[src/rtl/rram_access_sequencer.sv]
// Single-cell read/write sequencer for the 16x16 RRAM array: drives the decoder word and phase enables.
// Optional write-verify with bounded retries when RRAM_WRITE_VERIFY_EN is defined.
module rram_access_sequencer #(
  parameter int ADDR_W      = 4,
  parameter int PRE_CYC     = 2,
  parameter int SENSE_CYC   = 3,
  parameter int WRITE_CYC   = 4,
  parameter int RECOVER_CYC = 1,
  parameter int MAX_RETRY   = 3
) (
  input  logic              clk,
  input  logic              rst,
  input  logic              req_valid,
  output logic              req_ready,
  input  logic              req_write,
  input  logic [ADDR_W-1:0] req_row,
  input  logic [ADDR_W-1:0] req_col,
  input  logic              req_wdata,
  output logic [31:0]       instruction,
  output logic              pre,
  output logic              enable_wl,
  output logic              enable_bl,
  output logic              enable_sl,
  output logic              saen_csa,
  input  logic              sa_out,
  output logic              rsp_valid,
  output logic              rsp_rdata,
  output logic              rsp_err,
  output logic              busy
);

  localparam int unsigned PRE_LEN     = (PRE_CYC < 1)     ? 1 : PRE_CYC;
  localparam int unsigned SENSE_LEN   = (SENSE_CYC < 1)   ? 1 : SENSE_CYC;
  localparam int unsigned WRITE_LEN   = (WRITE_CYC < 1)   ? 1 : WRITE_CYC;
  localparam int unsigned RECOVER_LEN = (RECOVER_CYC < 1) ? 1 : RECOVER_CYC;
  localparam logic [3:0]  OP_WRITE    = 4'b1000;
  localparam logic [3:0]  OP_READ     = 4'b0001;

  typedef enum logic [2:0] {
    S_IDLE, S_SETUP, S_PRE, S_SENSE, S_WRITE, S_RECOVER, S_RESP
  } state_t;

  state_t      state, state_nxt;
  logic [15:0] cnt, cnt_load;
  logic        phase_done, accept, write_q, verifying;

  assign phase_done = (cnt == 16'd0);
  assign req_ready  = (state == S_IDLE) && !rst;

`ifdef RRAM_WRITE_VERIFY_EN
  logic [7:0] retry_cnt;
  logic       rsp_err_q, verify_ok;

  // instruction[8] still carries the requested bit while the verify read runs
  assign verify_ok = (rsp_rdata == instruction[8]);
  assign rsp_err   = rsp_err_q;

  always_ff @(posedge clk) begin
    if (rst) begin
      verifying <= 1'b0;
      retry_cnt <= 8'd0;
      rsp_err_q <= 1'b0;
    end else begin
      if (accept) begin
        verifying <= 1'b0;
        retry_cnt <= 8'd0;
      end
      if (state == S_RECOVER && phase_done && write_q) begin
        if (state_nxt == S_SETUP) begin
          verifying <= 1'b1;
        end else if (state_nxt == S_WRITE) begin
          verifying <= 1'b0;
          retry_cnt <= retry_cnt + 8'd1;
        end
      end
      if (state_nxt == S_RESP) rsp_err_q <= write_q && !verify_ok;
    end
  end
`else
  assign verifying = 1'b0;
  assign rsp_err   = 1'b0;
`endif

  always_comb begin
    state_nxt = state;
    accept    = 1'b0;
    unique case (state)
      S_IDLE: begin
        if (req_valid) begin
          state_nxt = S_SETUP;
          accept    = 1'b1;
        end
      end
      S_SETUP:   state_nxt = (write_q && !verifying) ? S_WRITE : S_PRE;
      S_PRE:     if (phase_done) state_nxt = S_SENSE;
      S_SENSE:   if (phase_done) state_nxt = S_RECOVER;
      S_WRITE:   if (phase_done) state_nxt = S_RECOVER;
      S_RECOVER: begin
        if (phase_done) begin
          state_nxt = S_RESP;
`ifdef RRAM_WRITE_VERIFY_EN
          if (write_q && !verifying)
            state_nxt = S_SETUP;
          else if (write_q && !verify_ok && retry_cnt < 8'(MAX_RETRY))
            state_nxt = S_WRITE;
`endif
        end
      end
      S_RESP:    state_nxt = S_IDLE;
      default:   state_nxt = S_IDLE;
    endcase
  end

  // Counter holds length-1 on entry to a timed phase and counts down to 0
  always_comb begin
    cnt_load = 16'd0;
    unique case (state_nxt)
      S_PRE:     cnt_load = 16'(PRE_LEN - 1);
      S_SENSE:   cnt_load = 16'(SENSE_LEN - 1);
      S_WRITE:   cnt_load = 16'(WRITE_LEN - 1);
      S_RECOVER: cnt_load = 16'(RECOVER_LEN - 1);
      default:   cnt_load = 16'd0;
    endcase
  end

  always_ff @(posedge clk) begin
    if (rst) begin
      state       <= S_IDLE;
      cnt         <= 16'd0;
      write_q     <= 1'b0;
      instruction <= 32'h0;
      pre         <= 1'b0;
      enable_wl   <= 1'b0;
      enable_bl   <= 1'b0;
      enable_sl   <= 1'b0;
      saen_csa    <= 1'b0;
      rsp_valid   <= 1'b0;
      rsp_rdata   <= 1'b0;
      busy        <= 1'b0;
    end else begin
      state <= state_nxt;
      if (state_nxt != state) cnt <= cnt_load;
      else if (!phase_done)   cnt <= cnt - 16'd1;

      if (accept) begin
        write_q     <= req_write;
        instruction <= {(req_write ? OP_WRITE : OP_READ), 19'd0, req_wdata,
                        4'(req_row), 4'(req_col)};
      end
`ifdef RRAM_WRITE_VERIFY_EN
      if (state == S_RECOVER && state_nxt == S_SETUP) instruction[31:28] <= OP_READ;
      if (state == S_RECOVER && state_nxt == S_WRITE) instruction[31:28] <= OP_WRITE;
`endif
      if (state == S_RESP) instruction <= 32'h0;

      if (state == S_SENSE && phase_done) rsp_rdata <= sa_out;
      // Unverified writes report a zero read bit
      if (state == S_RECOVER && state_nxt == S_RESP && write_q && !verifying)
        rsp_rdata <= 1'b0;

      pre       <= (state_nxt == S_PRE);
      enable_wl <= (state_nxt == S_SENSE) || (state_nxt == S_WRITE);
      enable_bl <= (state_nxt == S_WRITE);
      enable_sl <= (state_nxt == S_WRITE);
      saen_csa  <= (state_nxt == S_SENSE);
      rsp_valid <= (state_nxt == S_RESP);
      busy      <= (state_nxt != S_IDLE);
    end
  end

endmodule

[config.mk]
export PLATFORM = sky130hd
export DESIGN_NAME = rram_access_sequencer
export DESIGN_NICKNAME = d
export VERILOG_FILES = /design/src/rtl/rram_access_sequencer.sv
export SDC_FILE = /design/constraint.sdc
export NUM_CORES = 1
export LEC_CHECK = 0
export ABC_AREA = 0
export BUFFER_PORTS_ARGS = -buffer_cell sky130_fd_sc_hd__buf_2
export CAP_MARGIN = 10
export CORE_UTILIZATION = 45
export DETAILED_ROUTE_END_ITERATION = 7
export GPL_ROUTABILITY_DRIVEN = 0
export HOLD_SLACK_MARGIN = 0.03
export PLACE_DENSITY = 0.72
export SLEW_MARGIN = 20
export SYNTH_ARGS = -nofsm -noshare
export SYNTH_HDL_FRONTEND = slang
export SYNTH_SLANG_ARGS = --single-unit
[constraint.sdc]
create_clock -name clk -period 2.8 [get_ports clk]
set_input_delay 0.56 -clock clk [delete_from_list [all_inputs] [get_ports clk]]
set_output_delay 0.56 -clock clk [all_outputs]
set_load 0.05 [all_outputs]
### After elaboration in Yosys (flattened, before gate mapping)

Index checks and enable logic that the tools add are counted.

| word-level totals | value |
|---|---|
| word-level logic and storage cells | 48 |
| flip-flop bits (word level) | 40 |

| cells by class | value |
|---|---|
| add/subtract/negate cells | 1 |
| eq/ne operators | 12 |
| multiplexer cells | 12 |
| reductions and logical operators | 12 |

Operator list:

| cell | count |
|---|---|
| two-way mux 16 bit | 2 |
| zero test 16 bit | 1 |
| subtractor 16 x 1 -> 16 bit (second input constant) | 1 |
| == test 3 bit (second input constant) | 5 |
| two-way mux 3 bit | 5 |
| case mux 3 bit (5 select lines) | 1 |
| == test 3 x 2 -> 1 bit (second input constant) | 4 |
| case mux 2 bit (3 select lines) | 1 |
| OR reduction 2 bit | 3 |
| logical AND 1 bit | 4 |
| two-way mux 4 bit | 1 |
| == test 3 x 1 -> 1 bit (second input constant) | 1 |
| zero test 3 bit | 1 |
| inequality test 3 bit | 1 |
| nonzero test 3 bit | 1 |
| two-way mux 1 bit | 2 |
| inequality test 2 x 1 -> 1 bit (second input constant) | 1 |
| zero test 1 bit | 1 |
| logical OR 1 bit | 1 |

### Depth between registers and ports, before layout

| logic depth | value |
|---|---|
| depth after elaboration | 7 |
| mapped depth | 8 |
| gate-level depth less buffers | 7 |

### Worst setup path before layout

OpenSTA, ideal clock, no wires.

| path | value |
|---|---|
| kind | input to output |
| start point | input port rst |
| end point | output port req_ready |
| required time | 2.240 ns |
| arrival time | 2.199 ns |
| cell stages on the path | 2 |
| slack | 0.041 ns |
| cell sequence | clkbuf_1 nor4_1 |

| on the way | value |
|---|---|
| word-level cells in the longest chain between the ends | 2 |

RTL lines:

| element | line | text |
|---|---|---|
| start: declaration | 12 | `input logic rst,` |
| zero test 1 bit | 48 | `assign req_ready = (state == S_IDLE) && !rst;` |
| logical AND 1 bit | 48 |  |
| end: declaration | 14 | `output logic req_ready,` |

Every way passes these cells.

### Final worst setup path

| path | value |
|---|---|
| start point | register cnt[0] |
| end point | register cnt[12] |

| on the way | value |
|---|---|
| word-level cells in the longest chain between the ends | 5 |
| elaborated cells between the ends (all ways) | 10 |
| classes of those cells | add/sub (1); eq/ne (2); mux (6); reduce/logical (1) |

RTL lines:

| element | line | text |
|---|---|---|
| start: declaration | 44 | `logic [15:0] cnt, cnt_load;` |
| start signal: assignment | 142 | `if (state_nxt != state) cnt <= cnt_load;` |
| start signal: assignment | 143 | `else if (!phase_done) cnt <= cnt - 16'd1;` |
| zero test 16 bit | 47 | `assign phase_done = (cnt == 16'd0);` |
| two-way mux 3 bit, on equally long branches | -- |  |
| case mux 3 bit (5 select lines) | 87 | `unique case (state)` |
| inequality test 3 bit | 142 |  |
| inequality test 2 x 1 -> 1 bit (no line) or two-way mux 16 bit (tied branches) | -- |  |

Several ways; a longest one is shown, not always the timed one. The select of a mux whose other input is x is not followed.
A chain may end at the register's enable or synchronous reset.

==> results.md <==
* Status: finished clean
* Final min period at 2.53 ns
* CTS tree: done
* Post-cts sizing count at 0
* Routed length on met2 at 1810 um
* Top_reg_cell synth: dfxtp_1
* Effective utilization at floorplan at 48.2%
* Final setup fails at 0
* Cell taking the most area after synthesis: dfxtp_1
* Worst path arrival time at 2.70 ns
* Fmax at 394 MHz
* Placed instance count at 315
* 1st-iter DRT viols at 75
* Number of global-route vias before repair at 1,371
* Worst Skew at 0.00461 ns
* Die height at 68.4 um
* Clk sink count at 38
* Via/cell ratio at 5.04
* Worst-path clk slew at 0.08 ns
* Worst path slowest cell: nor4b_1
* Crit Path Max Fanout at 5
* Hold_buf cts at 0
* Worst Tran Pin Value at 0.740 ns
* Initial antenna violation count at 0
* First-pass GRT wire length at 6170 um
* Inserted Diodes at 0
* Sequential share of the synthesized area at 38.4%
* WS Path Type: reg -> reg
* Slew Viols, Final at 0
* Req. time, crit path at 2.97 ns
* Cell Pwr Density at 1460 nW/um^2
* Final #Nets at 287
* Setup Fix Bufs, Post-CTS at 0
* YS warnings at 0
* Leak at 0.000958 uW
* RSZ-0062 raised after global routing: false
* Post-synth top area share at 38.4%
* Reg-to-Reg End: cnt[12]
* Yosys reg bits at 38
* Most frequent cells after synthesis: dfxtp_1 (38), nand2_1 (34), a21oi_1 (27), buf_4 (23), nor2_1 (17)
* CP endpoint kind: register
* Type of origin of the critical path: register
* # rows at 23
* Total core area at 4120 sq um
* Avg WL per Cell at 11.8 um
* CP top delay family: simple AND/OR/NAND/NOR gates
* Area contributors post-synth: dfxtp_1 (38%), buf_4 (8.7%), a21oi_1 (6.8%), nand2_1 (6.4%), nor2_2 (3.5%)
* CTS Buf Count at 5
* Clk root buf: clkbuf_8
* Number of max-cap violations at 0
* Hold endpoint: instruction[1]
* Largest net degree at the start of global routing at 20
* Mean Syn Cell Area at 8.16 sq um
* Multi-input logic area at 1050 sq um
* Final Hold Viols at 0
* Worst stage delay on the critical path at 0.63 ns
* I/O Pins at 56
* Overall Global Routing Usage at 17.9%
* Worst Reg-to-Reg Cells at 7
* GRT overflow at 0
* Post-synth EDFFs at 0
* Hold Crit Depth at 2
* Finished Layout Cells at 323
* Fraction of layout cells with a size suffix above 1 at 23.8%
* Die area at 4670 sq um
* 1st-pass router iterations at 4
* Placed Area at 2080 sq um
* Synth unique cells at 51
* Cells along the critical path: inv_1 > ha_1 > nor4b_1 > o211ai_1 > or4_2 > xor2_1 > nor2_2
* Final worst-path cycle share at 90.5%
* Sequential cell area at 761 sq um
* Post-route design area at 2170 sq um
* Worst vdd ir at 0.590 mV
* Rel. slew slack at 50.0%
* Number of fill cells at 404
* Post-DRT Antenna Nets at 0
* WP buf/inv at 1
* Highest routed layer: met4
* Power Total at 3180 uW
* Met3 routed WL at 159 um
* Most common cell in the netlist: dfxtp_1
* Final setup TNS at 0 ns
* PortBufs at 33
* Hold wc startpoint: instruction[1]
* Worst hold-check path type: reg -> reg
* Drc violations at 0
* Die W at 68.4 um
* Final HPWL from detailed placement at 2630 um
* Worst r2r src: cnt[0]
* H-tree depth at 2
* Max Root-Sink Buffers at 2
* Area growth from synthesis to layout at 9.53%
* Worst-Skew Late Latency at 0.29 ns
* Routed length on met1 at 1790 um
* Netlist Area Pre-Place at 1980 sq um
* FF-to-FF setup slack at 0.27 ns
* Async SR Flop Fraction at 0%
* Synthesized instance count at 243
* Total routed wirelength at 3820 um
* Total number of vias at 1,628
## routing by layer
layer / up-vias / track usage (%)
met5: - / 0
li1: 839 / -
met3: 5 / 5.33
met4: 0 / 7.03
met1: 748 / 22.6
met2: 36 / 28.2
## layout make-up
type,instances,share of cell area [%]
sequential,38,35.0
timing repair buffer,35,8.30
clock buffer,5,3.17
multi-input combinational,186,48.6
inverter,6,1.04
clock inverter,3,0.980
tap,50,2.88
## cell families (layout without fill, tap and decap cells)
| kind of cell | Yosys count | count (layout) | synth area share, % |
|---|---|---|---|
| adder cells (fa/ha/maj) | 1 | 1 | 0.631 |
| AND/OR/NAND/NOR | 106 | 106 | 29.0 |
| other | 1 | 22 | 0.189 |
| flip-flops | 38 | 38 | 38.4 |
| AO/OA/AOI/OAI | 46 | 46 | 14.5 |
| buffers and inverters | 40 | 49 | 12.4 |
| XOR/XNOR | 10 | 10 | 4.42 |
| multiplexers | 1 | 1 | 0.505 |
## metrics by stage
step                      hold slack [ns]  setup WS (ns)  util (%)
final                               0.453          0.265      52.8
after global placement              0.440          0.499      50.6
after floorplan                     0.455         0.0414         -
after global routing                0.481         0.0708      52.8
after detailed placement            0.443          0.315      50.6
after CTS                           0.455          0.281      52.8
## report_power, final
group          internal (uW)  total, uW  switching, uW  leakage [uW]
Clock                    175        374            199     0.0000441
Sequential               690        866            177      0.000310
Combinational            717       1940           1220      0.000604
Total                   1580       3180           1590      0.000958
## state kept, by name, indices dropped and copies added, names as in the netlist
signal       flops
enable_wl        1
saen_csa         1
write_q          1
busy             1
rsp_valid        1
cnt             16
instruction     11
pre              1
enable_sl        1
rsp_rdata        1
state            3
## worst max-delay path by stage
stage / from / endpoint / slack (ns) / cells past startpoint
finish: cnt[0] / cnt[12] / 0.27 / 7
global route: cnt[0] / cnt[12] / 0.07 / 7
CTS: cnt[0] / cnt[12] / 0.28 / 7
detailed placement: cnt[0] / cnt[12] / 0.32 / 7
global placement: cnt[0] / cnt[12] / 0.50 / 7
floorplan: rst / req_ready / 0.04 / 2
## worst min-delay path, stage by stage, from the launching register on
cell     delay, ns
dfxtp_1       0.31
nand2_1       0.05
a21oi_1       0.05
## cell usage in the layout (no fill, tap or decap), types with 2 or more instances in the layout
cell type  Yosys  routed
a31oi_1        2       2
a21oi_1       27      27
conb_1         1      22
o21ai_1        2       2
nor3_1         7       7
nand3_1        4       4
xnor2_1        3       3
nor2b_1        5       5
dfxtp_1       38      38
or3_1          3       3
buf_4         23       2
nor4_1         4       4
inv_1          6       6
nor4b_1        2       2
nand4_1        3       3
nand2b_1       3       3
o211ai_1       3       3
clkbuf_8       0       5
nor2_1        17      17
xor2_1         7       7
nor2_2        11      11
buf_2          1      33
nand2_1       34      34
(Power assumes the default switching activity.)
